[src/rtl/debounce_pkg.sv]
// Shared types and helpers for the pushbutton debouncer.
package debounce_pkg;

  typedef enum logic [1:0] {UP, ARMDN, DOWN, ARMUP} deb_state_t;

  // Counter must hold values up to DEBOUNCE_CYCLES without wrapping.
  function automatic int cnt_width(int cycles);
    return $clog2(cycles + 1);
  endfunction

endpackage

[src/rtl/key_debounce_lane.sv]
// One key: synchroniser chain, debounce FSM with stability counter,
// registered level and press/release strobes.
module key_debounce_lane
  import debounce_pkg::*;
#(
  parameter int SYNC_STAGES     = 2,
  parameter int DEBOUNCE_CYCLES = 500000
) (
  input  logic clk,
  input  logic reset,
  input  logic key_n,
  output logic pressed,
  output logic press_pulse,
  output logic release_pulse
);

  localparam int CW = cnt_width(DEBOUNCE_CYCLES);
  localparam logic [CW-1:0] CNT_LAST = CW'(DEBOUNCE_CYCLES - 1);

  logic [SYNC_STAGES-1:0] sync;
  logic                   act;
  deb_state_t             state, state_nxt;
  logic [CW-1:0]          cnt, cnt_nxt;
  logic                   pressed_nxt, press_nxt, release_nxt;

  // Sync flops reset to released so a held key is seen only after the chain fills.
  always_ff @(posedge clk or posedge reset) begin
    if (reset) sync <= '1;
    else       sync <= {sync[SYNC_STAGES-2:0], key_n};
  end

  assign act = ~sync[SYNC_STAGES-1];

  always_comb begin
    state_nxt   = state;
    cnt_nxt     = cnt;
    press_nxt   = 1'b0;
    release_nxt = 1'b0;
    case (state)
      UP: begin
        cnt_nxt = '0;
        if (act) state_nxt = ARMDN;
      end
      ARMDN: begin
        if (!act) begin
          state_nxt = UP;
          cnt_nxt   = '0;
        end else if (cnt == CNT_LAST) begin
          state_nxt = DOWN;
          cnt_nxt   = '0;
          press_nxt = 1'b1;
        end else begin
          cnt_nxt = cnt + CW'(1);
        end
      end
      DOWN: begin
        cnt_nxt = '0;
        if (!act) state_nxt = ARMUP;
      end
      ARMUP: begin
        if (act) begin
          state_nxt = DOWN;
          cnt_nxt   = '0;
        end else if (cnt == CNT_LAST) begin
          state_nxt   = UP;
          cnt_nxt     = '0;
          release_nxt = 1'b1;
        end else begin
          cnt_nxt = cnt + CW'(1);
        end
      end
      default: begin
        state_nxt = UP;
        cnt_nxt   = '0;
      end
    endcase
    pressed_nxt = (state_nxt == DOWN) || (state_nxt == ARMUP);
  end

  always_ff @(posedge clk or posedge reset) begin
    if (reset) begin
      state         <= UP;
      cnt           <= '0;
      pressed       <= 1'b0;
      press_pulse   <= 1'b0;
      release_pulse <= 1'b0;
    end else begin
      state         <= state_nxt;
      cnt           <= cnt_nxt;
      pressed       <= pressed_nxt;
      press_pulse   <= press_nxt;
      release_pulse <= release_nxt;
    end
  end

endmodule

[src/rtl/key_debouncer.sv]
// Debounces N_KEYS independent active-low pushbuttons; each lane yields a
// clean pressed level plus one-cycle press and release strobes.
module key_debouncer
  import debounce_pkg::*;
#(
  parameter int N_KEYS          = 4,
  parameter int SYNC_STAGES     = 2,
  parameter int DEBOUNCE_CYCLES = 500000
) (
  input  logic              clk,
  input  logic              reset,
  input  logic [N_KEYS-1:0] key_n,
  output logic [N_KEYS-1:0] pressed,
  output logic [N_KEYS-1:0] press_pulse,
  output logic [N_KEYS-1:0] release_pulse
);

  for (genvar i = 0; i < N_KEYS; i++) begin : g_lane
    key_debounce_lane #(
      .SYNC_STAGES    (SYNC_STAGES),
      .DEBOUNCE_CYCLES(DEBOUNCE_CYCLES)
    ) u_lane (
      .clk          (clk),
      .reset        (reset),
      .key_n        (key_n[i]),
      .pressed      (pressed[i]),
      .press_pulse  (press_pulse[i]),
      .release_pulse(release_pulse[i])
    );
  end

endmodule

[config.mk]
export PLATFORM = sky130hd
export DESIGN_NAME = key_debouncer
export DESIGN_NICKNAME = d
export VERILOG_FILES = /design/src/rtl/debounce_pkg.sv /design/src/rtl/key_debounce_lane.sv /design/src/rtl/key_debouncer.sv
export SDC_FILE = /design/constraint.sdc
export NUM_CORES = 1
export LEC_CHECK = 0
export CAP_MARGIN = 15
export CORE_MARGIN = 1.5
export CORE_UTILIZATION = 49
export DETAILED_ROUTE_END_ITERATION = 7
export PLACE_DENSITY_LB_ADDON = 0.08
export SYNTH_ARGS = -nofsm -noshare
export SYNTH_HDL_FRONTEND = slang
export SYNTH_SLANG_ARGS = --single-unit
[constraint.sdc]
create_clock -name clk -period 3.3 [get_ports clk]
set_input_delay 0.825 -clock clk [delete_from_list [all_inputs] [get_ports clk]]
set_output_delay 0.825 -clock clk [all_outputs]
set_load 0.02 [all_outputs]
==> impl_results.md, run 1 <==
* Number of DRC markers in iteration 0 at 67
* Clk_skew at 0.0109 ns
* Die X at 103 um
* CP Launch Type: register
* Pre-CTS WS at 1.02 ns
* Min Hold Slack at 0.361 ns
* Vias in the first global route at 3,230
* Fin nets at 486
* Drt pass-1 iters at 4
* Die area at 10,700 um^2
* CTS root buffer: clkbuf_8
* Kind of critical path: reg2reg
* Share of flip-flops with an asynchronous set or reset at 1.00
* Post-CTS Hold Fix Bufs at 0
* Clock transition at path regs at 0.10 ns
* Total gr overflow at 0
* Fill cell total of the finished layout at 905
* #FFs+latches synth at 104
* Post-synth EDFFs at 0
* TritonCTS Buffers at 9
* Post-route minimum period at 2.26 ns
* Worst-margin pin slew at 0.958 ns
* Post-CTS setup buffer count at 0
* Syn. warnings at 0
* Worst setup EP type: register
* Initial antenna violation count at 0
* Htree depth at 3
* Synthesized area at 4930 um^2
* First-pass GRT wire length at 15.2 mm
* Synth top area cells: dfrtp_1 49%, xnor2_1 5.1%, nor2_1 4.9%
* Die height at 103 um
* HP Class: reg2reg
* ANT cells at 0
* CP cell instances: ha_1 > and3_1 > nand3_4 > o41ai_4 > nor2_1
* Final setup margin at 1.04 ns
* Via-per-instance ratio at 5.38
* Post-DR wirelength/cell at 14.0 um
* Most used DFF post-synth: dfrtp_1
* Multi-input logic area at 2100 um^2
* Syn Inst Count at 471
* Placer Congestion at 0.816
* Post-synthesis sequential area ratio at 0.530
* RSZ-0062 raised after global routing: false
* Setup-failing EPs final at 0
* Cell taking the most area after synthesis: dfrtp_1
* Max stage delay on crit path at 0.90 ns
* Storage cell area at 2610 um^2
* Status: finished, final reports clean
* Syn_area_per_cell at 10.5 um^2
* Core Region at 9770 um^2
* Gr usage total at 0.183
* CTS tree: yes
* CP required at 3.53 ns
* Largest net degree at the start of global routing at 91
* Area grow syn2layout at 8.01%
* Clk buf depth at 2
* IO buf count at 17
* Grt met1 use at 0.249
* Final period utilization at 0.686
* Initial Utilization at 0.505
* Reg2Reg Setup Slack at 1.04 ns
* Grt met2 use at 0.282
* Gr busiest metal: met2
* DRC violations left at 0
* Max Clk Rate at 442 MHz
* Global Route met3 Usage at 0.0612
* Mapped Nets at 481
* Fin Setup TNS at 0 ns
* DP HPWL at 5.62 mm
* Leak Pwr at 2.10 nW
* Util after Layout at 0.545
* Remaining antenna violation count at 0
* Skew-Pair Late Insertion Delay at 0.37 ns
* Max FO, Critical Path at 19
* Final wirelength at 8.62 mm
* PwrDens at 408 nW/um^2
* Via count at 3,302
* # resized after CTS at 0
* Final hold violations at 0
* Slowest CP cell: o41ai_4
* Row count at 36
* Share of layout cells above drive strength 1 at 0.0790
* Post-synth top area share at 0.487
* CTS Sinks at 104
* Max Transition Viols Final at 0
* Max-cap violations at 0
* Crit path DAT at 2.49 ns
* VDD IR max at 314 uV
* # IOs at 18
* Worst rel slew slack at 0.359
* Synth cell types at 46
-- path summary, 6_finish.rpt --
path,start,to,depth (start not counted)
min in group asynchronous,reset,g_lane[2].u_lane.cnt[4],2
max,g_lane[2].u_lane.cnt[0],g_lane[2].u_lane.cnt[11],5
min reg2reg,g_lane[2].u_lane.sync[0],g_lane[2].u_lane.sync[1],0
max reg2reg,g_lane[2].u_lane.cnt[0],g_lane[2].u_lane.cnt[11],5
max in group asynchronous,reset,g_lane[0].u_lane.sync[1],3
min,g_lane[2].u_lane.sync[0],g_lane[2].u_lane.sync[1],0
-- per-layer routing --
| metal | vias up | routed length [um] | part of all wire |
|---|---|---|---|
| met1 | 1618 | 4240 | 0.49 |
| met5 | - | 0 | 0 |
| li1 | 1646 | - | - |
| met2 | 33 | 4010 | 0.47 |
| met4 | 0 | 71 | 0.0082 |
| met3 | 5 | 296 | 0.034 |
-- layout make-up --
type | count | share of cell area
clock buffer | 10 | 0.0258
tap | 133 | 0.0312
multi-input combinational | 329 | 0.394
clock inverter | 6 | 0.0127
sequential | 104 | 0.490
inverter | 14 | 0.0106
timing repair buffer | 18 | 0.0357
-- placed cells by master, fill, tap and decap left out, types with 10 or more instances in the layout --
master / instances
xor2_1: 25
clkdlybuf4s50_1: 17
nor2_1: 65
nand3_1: 32
and3_1: 15
inv_1: 13
dfrtp_1: 96
o21ai_0: 11
or3_1: 12
nand4_1: 18
clkbuf_8: 10
xnor2_1: 29
nand2_1: 24
a21oi_1: 18
-- logic make-up (layout without fill, tap and decap cells) --
kind of cell	Yosys count	in the layout	synth area share
fa+ha+maj	4	4	0.0101
mux	8	8	0.0162
simple gates	224	224	0.254
xor+xnor	54	54	0.0959
compound gates	39	39	0.0489
flops	104	104	0.530
buf+inv	38	48	0.0451
-- sequential cells by signal, indices dropped and copies added, names as in the netlist --
register and count:
g_lane.u_lane.sync 8, g_lane.u_lane.state 8, g_lane.u_lane.cnt 76, g_lane.u_lane.release_pulse 4, g_lane.u_lane.press_pulse 4, g_lane.u_lane.pressed 4
-- Yosys cell counts, drive strengths merged, types with 3 or more instances --
library cell and count:
buf 22, mux2i 8, inv 14, or3 12
o31ai 5, a21o 3, dfrtp 96, nor3b 5
and3 16, nor4 11, o21ai 11, and4 7
nor2b 3, nor2 65, nand2 24, a21oi 18
or4 6, nand3 33, xor2 25, dfstp 8
or4b 3, xnor2 29, nand4 18, ha 4
nor3 9
-- metrics by stage --
step | cell area, um^2 | power (mW) | cells
2_1_floorplan | 4940 | 1.37 | 471
3_3_place_gp | 5120 | 1.39 | 598
3_5_place_dp | 5120 | 1.39 | 598
4_1_cts | 5330 | 2.22 | 614
5_1_grt | 5330 | 2.28 | 614
6_report | 5330 | 2.18 | 614
-- worst max-delay path, delay by kind of cell (launching register included) --
family | cells | cell delay [ns]
adders and majority gates | 1 | 0.22
AOI/OAI and AO/OA | 1 | 0.90
DFF | 1 | 0.42
and+or+nand+nor | 3 | 0.58
-- power by group --
| part | switching (mW) | internal, mW |
|---|---|---|
| Clock | 0.439 | 0.374 |
| Combinational | 0.0459 | 0.0171 |
| Sequential | 0.0103 | 1.29 |
(Power assumes the default switching activity.)
==> run 2: changes to the inputs <==
==> constraint.sdc (replaced) <==
create_clock -name clk -period 1.9 [get_ports clk]
set_input_delay 0.475 -clock clk [delete_from_list [all_inputs] [get_ports clk]]
set_output_delay 0.475 -clock clk [all_outputs]
set_load 0.02 [all_outputs]
==> run 2 against run 1 <==
Sequential cell count unchanged; critical path depth decreased by 4; setup slack got worse by 0.98 ns; core utilization increased by 2.4 points; die area did not move; hold slack worse by 0.00084 ns; clock power rose by 61%; cell area rose by 4.4%; register-to-register slack lost 0.94 ns.
==> impl_results.md, run 2 (synthesized netlist as in run 1, its figures left out) <==
* Status: finished, final reports clean
* Fin nets at 513
* Top Registers: g_lane.u_lane.cnt (76), g_lane.u_lane.state (8), g_lane.u_lane.sync (8)
* Setup-failing EPs final at 0
* Kind of critical path: reg2out
* Htree depth at 3
* Row count at 36
* Max stage delay on crit path at 0.65 ns
* Post-Layout Cell Count at 641
* Placer Congestion at 0.805
* Final period utilization at 0.970
* Max Clk Rate at 543 MHz
* Slowest CP cell: clkdlybuf4s50_1
* Number of DRC markers in iteration 0 at 103
* Most frequent cells in the layout: 96 x dfrtp_1, 65 x nor2_1, 32 x nand3_1
* Leak Pwr at 2.25 nW
* Die X at 103 um
* Hold_sp: g_lane[3].u_lane.sync[0]
* Post-route minimum period at 1.84 ns
* VDD IR max at 553 uV
* Storage cell area at 2610 um^2
* Post-CTS Hold Fix Bufs at 0
* # IOs at 18
* Post-DR wirelength/cell at 13.5 um
* Via-per-instance ratio at 5.31
* First-pass GRT wire length at 15.2 mm
* Core Region at 9770 um^2
* Clock transition at path regs at 0.09 ns
* Area grow syn2layout at 12.8%
* Drt pass-1 iters at 4
* Initial Utilization at 0.505
* Crit path buf inv count at 1
* Initial antenna violation count at 0
* Fill cell total of the finished layout at 891
* CP Launch Type: register
* Top sig layer: met4
* CP top delay family: buffers and inverters
* Multi-input logic area at 2110 um^2
* WL met2 at 4.09 mm
* Max FO, Critical Path at 1
* DP HPWL at 6.05 mm
* CP required at 1.42 ns
* CTS Sinks at 104
* Worst reg2reg path startpoint: g_lane[1].u_lane.cnt[6]
* Remaining antenna violation count at 0
* Clk buf depth at 2
* Max Transition Viols Final at 0
* Final setup margin at 0.0574 ns
* CP cell instances: clkdlybuf4s50_1
* Vias in the first global route at 3,345
* Worst setup path start: g_lane[1].u_lane.pressed
* DRC violations left at 0
* Placed Cells at 622
* Gr usage total at 0.183
* IO buf count at 17
* Clk_skew at 0.0100 ns
* ANT cells at 0
* Skew-Pair Late Insertion Delay at 0.38 ns
* Final wirelength at 8.64 mm
* Most common cell after layout, fill and taps aside: dfrtp_1
* Crit path DAT at 1.37 ns
* Pre-CTS WS at 0.0140 ns
* Worst rel slew slack at 0.731
* PwrDens at 666 nW/um^2
* TritonCTS Buffers at 9
* Max FFs per register at 76
* WL met3 at 288 um
* Die area at 10,700 um^2
* CTS tree: yes
* Biggest register: g_lane.u_lane.cnt
* Share of layout cells above drive strength 1 at 0.136
* Worst setup EP type: primary output
* Final hold violations at 0
* Die height at 103 um
* Max-cap violations at 0
* HP Class: reg2reg
* Total gr overflow at 0
* Largest net degree at the start of global routing at 41
* Min Hold Slack at 0.361 ns
* Wl on met1 at 4.18 mm
* CTS root buffer: clkbuf_8
* Worst-margin pin slew at 0.400 ns
* Via count at 3,402
-- run 2: changes by cell type in the layout (fill, tap and decap cells not counted), sizes merged --
| cell | delta |
|---|---|
| bufinv | -1 |
| buf | +27 |
| inv | +2 |
| clkinvlp | -1 |
-- run 2: layer usage --
metal  vias to the layer above  global-route usage
met2                        35               0.297
met4                         0              0.0405
met3                         6              0.0591
met1                      1659               0.241
li1                       1702                   -
met5                         -                   0
-- run 2: final cells by class --
type                    instances  area share
well taps                     133      0.0299
clock buffers                  10      0.0247
multi-input cells             329       0.379
repair buffers                 45      0.0773
clock inverters                 6     0.00899
inverters                      14      0.0101
flip-flops and latches        104       0.469
-- run 2: final timing paths --
check | end | depth (start not counted) | slack [ns]
max | pressed[1] | 1 | 0.06
min | g_lane[3].u_lane.sync[1] | 0 | 0.36
max reg2reg | g_lane[1].u_lane.pressed | 4 | 0.10
min reg2reg | g_lane[3].u_lane.sync[1] | 0 | 0.36
max in group asynchronous | g_lane[3].u_lane.sync[0] | 3 | 0.89
min in group asynchronous | g_lane[1].u_lane.cnt[3] | 2 | 0.42
-- run 2: stage by stage --
| step | TNS [ns] | util | instance area (um^2) | power, mW |
|---|---|---|---|---|
| finish | 0 | 0.569 | 5570 | 3.71 |
| global route | -0.00832 | 0.569 | 5570 | 3.88 |
| CTS | 0 | 0.566 | 5530 | 3.78 |
| detailed placement | 0 | 0.546 | 5340 | 2.44 |
| global placement | 0 | 0.546 | 5340 | 2.44 |
| floorplan | 0 | - | 4940 | 2.38 |
-- run 2: power by group --
part	switching, mW	leakage (nW)	internal, mW
clock	0.784	0.0952	0.531
sequential	0.0189	1.41	2.24
combinational	0.0836	0.740	0.0484
-- run 2: what timing repair did --
action	4_1_cts	5_1_grt
setup buffers	0	3
setup endpoints to repair	2	30
resized for setup	1	3
cloned	0	0
pin swaps	0	1
==> run 3: changes to the inputs <==
--- a/config.mk
+++ b/config.mk
@@ -6,7 +6,8 @@
 export NUM_CORES = 1
 export LEC_CHECK = 0
 export CAP_MARGIN = 15
-export CORE_MARGIN = 1.5
+export CORE_ASPECT_RATIO = 2
+export CORE_MARGIN = 2
 export CORE_UTILIZATION = 49
 export DETAILED_ROUTE_END_ITERATION = 7
 export PLACE_DENSITY_LB_ADDON = 0.08
==> run 3 against run 2 <==
Hold slack worse by 0.0051 ns; largest cell class unchanged; final cell count rose by 1.1%; via count grew 2.9%; sequential share of layout area decreased by 1.6 points; highest routed layer unchanged; clock-buffer cell count is 1 higher.
==> impl_results.md, run 3 (synthesized netlist as in run 1, its figures left out) <==
* Fin Setup TNS at 0 ns
* Reg2Reg Setup Slack at 0.13 ns
* Most common cell after layout, fill and taps aside: dfrtp_1
* Switching Share at 0.219
* Cell internal pwr at 3.23 mW
* Hold_sp: g_lane[3].u_lane.sync[0]
* Final period utilization at 0.932
* Drt pass-1 iters at 4
* # IOs at 18
* Clk_skew at 0.00927 ns
* DRC violations left at 0
* Power share of the combinational group at 0.034
* Max Transition Viols Final at 0
* Initial Utilization at 0.505
* HP Class: reg2reg
* CP Depth at 4
* Die height at 146 um
* IO buf count at 17
* Max-cap violations at 0
* CP required at 2.16 ns
* Most frequent cells in the layout: 96 x dfrtp_1, 65 x nor2_1, 32 x nand3_1
* Worst-margin pin slew at 0.387 ns
* Clk buf depth at 2
* Share of layout cells above drive strength 1 at 0.149
* Kind of critical path: reg2reg
* VDD IR max at 501 uV
* Pre-CTS WS at 0.0647 ns
* Worst r2r path cells at 4
* Initial antenna violation count at 0
* Row count at 51
* Worst reg2reg path startpoint: g_lane[1].u_lane.cnt[6]
* Top Registers: g_lane.u_lane.cnt (76), g_lane.u_lane.state (8), g_lane.u_lane.sync (8)
* WL met2 at 5.49 mm
* Leak Pwr at 2.35 nW
* Htree depth at 3
* Final hold violations at 0
* Fin nets at 521
* Final wirelength at 9.33 mm
* Worst setup EP type: register
* CP cell instances: or4b_1 > nor4_4 > and3_4 > mux2i_1
* Worst rel slew slack at 0.740
* PwrDens at 718 nW/um^2
* Number of DRC markers in iteration 0 at 158
* Hold path depth at 0
* Largest net degree at the start of global routing at 37
* Top sig layer: met4
* Gr usage total at 0.192
* Max stage delay on crit path at 0.57 ns
* CTS root buffer: clkbuf_16
* CTS tree: yes
* Vias in the first global route at 3,577
* Post-DR wirelength/cell at 14.4 um
* NetSw at 905 uW
* Area grow syn2layout at 16.7%
* Fill cell total of the finished layout at 861
* Crit path DAT at 2.03 ns
* Via-per-instance ratio at 5.40
* End of the worst hold path: g_lane[3].u_lane.sync[1]
* Via count at 3,501
* DP HPWL at 6.93 mm
* Post-CTS Hold Fix Bufs at 0
* Max FFs per register at 76
* Placer Congestion at 0.855
* Biggest register: g_lane.u_lane.cnt
* Sequential share of power at 0.546
* ANT cells at 0
* Total gr overflow at 0
* Clock transition at path regs at 0.07 ns
* CP top delay family: simple AND/OR/NAND/NOR gates
* Die area at 10,900 um^2
* Slowest CP cell: or4b_1
* Setup-failing EPs final at 0
* RSZ-0062 raised after global routing: false
* Die X at 75.0 um
* CTS Sinks at 104
* WL met3 at 126 um
* Status: finished, final reports clean
* Max Clk Rate at 565 MHz
* Max FO, Critical Path at 5
* Final setup margin at 0.129 ns
* Skew-Pair Late Insertion Delay at 0.34 ns
* Post-route minimum period at 1.77 ns
* Core Region at 9760 um^2
* RR Endpoint: g_lane[1].u_lane.state[1]
* Power share of the clock group at 0.420
* Remaining antenna violation count at 0
* First-pass GRT wire length at 16.3 mm
* Crit path buf inv count at 0
* CP Launch Type: register
* Wl on met1 at 3.57 mm
* TritonCTS Buffers at 9
run 3: cell count changes in the layout (fill, tap and decap cells not counted), sizes merged:
cell    change
buf         +8
clkbuf      +1
clkinv      -1
run 3: worst max-delay path by stage:
stage | startpoint | endpoint | slack [ns]
final | g_lane[1].u_lane.cnt[6] | g_lane[1].u_lane.state[1] | 0.13
after global routing | g_lane[1].u_lane.cnt[6] | g_lane[1].u_lane.state[1] | 0.01
after CTS | g_lane[0].u_lane.cnt[14] | g_lane[0].u_lane.press_pulse | 0.05
after detailed placement | g_lane[0].u_lane.cnt[14] | g_lane[0].u_lane.press_pulse | 0.06
after global placement | g_lane[0].u_lane.cnt[14] | g_lane[0].u_lane.state[1] | 0.10
after floorplan | g_lane[2].u_lane.cnt[0] | g_lane[2].u_lane.cnt[12] | 0.04
run 3: power by group through the flow:
stage          logic (mW)  registers (mW)  clock network (mW)
5_1_grt             0.161            2.26                1.90
3_3_place_gp        0.142            2.30                   0
3_5_place_dp        0.146            2.30                   0
6_report            0.140            2.26                1.74
4_1_cts             0.146            2.26                1.79
2_1_floorplan      0.0847            2.30                   0
run 3: metal layers:
layer / GRT usage / up-vias
met2: 0.352 / 26
met5: 0 / -
met4: 0.0679 / 0
met3: 0.0312 / 7
met1: 0.214 / 1750
li1: - / 1718
run 3: metrics by stage:
step	utilization	instance area [um^2]	power, mW	hold slack (ns)	std cells
5_1_grt	0.590	5760	4.32	0.366	648
3_3_place_gp	0.558	5450	2.44	0.346	632
3_5_place_dp	0.558	5450	2.45	0.347	632
6_report	0.590	5760	4.14	0.355	648
4_1_cts	0.587	5730	4.20	0.357	648
2_1_floorplan	-	4940	2.38	0.345	471
run 3: repair_timing:
| action | 4_1_cts | 5_1_grt |
|---|---|---|
| setup buffers | 0 | 0 |
| endpoints found under the setup margin | 0 | 43 |
| resized for setup | 0 | 7 |
run 3: area by class of cell:
type	instances	area, um^2	area share
repair buffers	53	515	0.0895
multi-input cells	329	2130	0.369
clock buffers	11	243	0.0422
well taps	132	165	0.0287
clock inverters	5	38.8	0.00674
inverters	14	56.3	0.00978
flip-flops and latches	104	2610	0.454
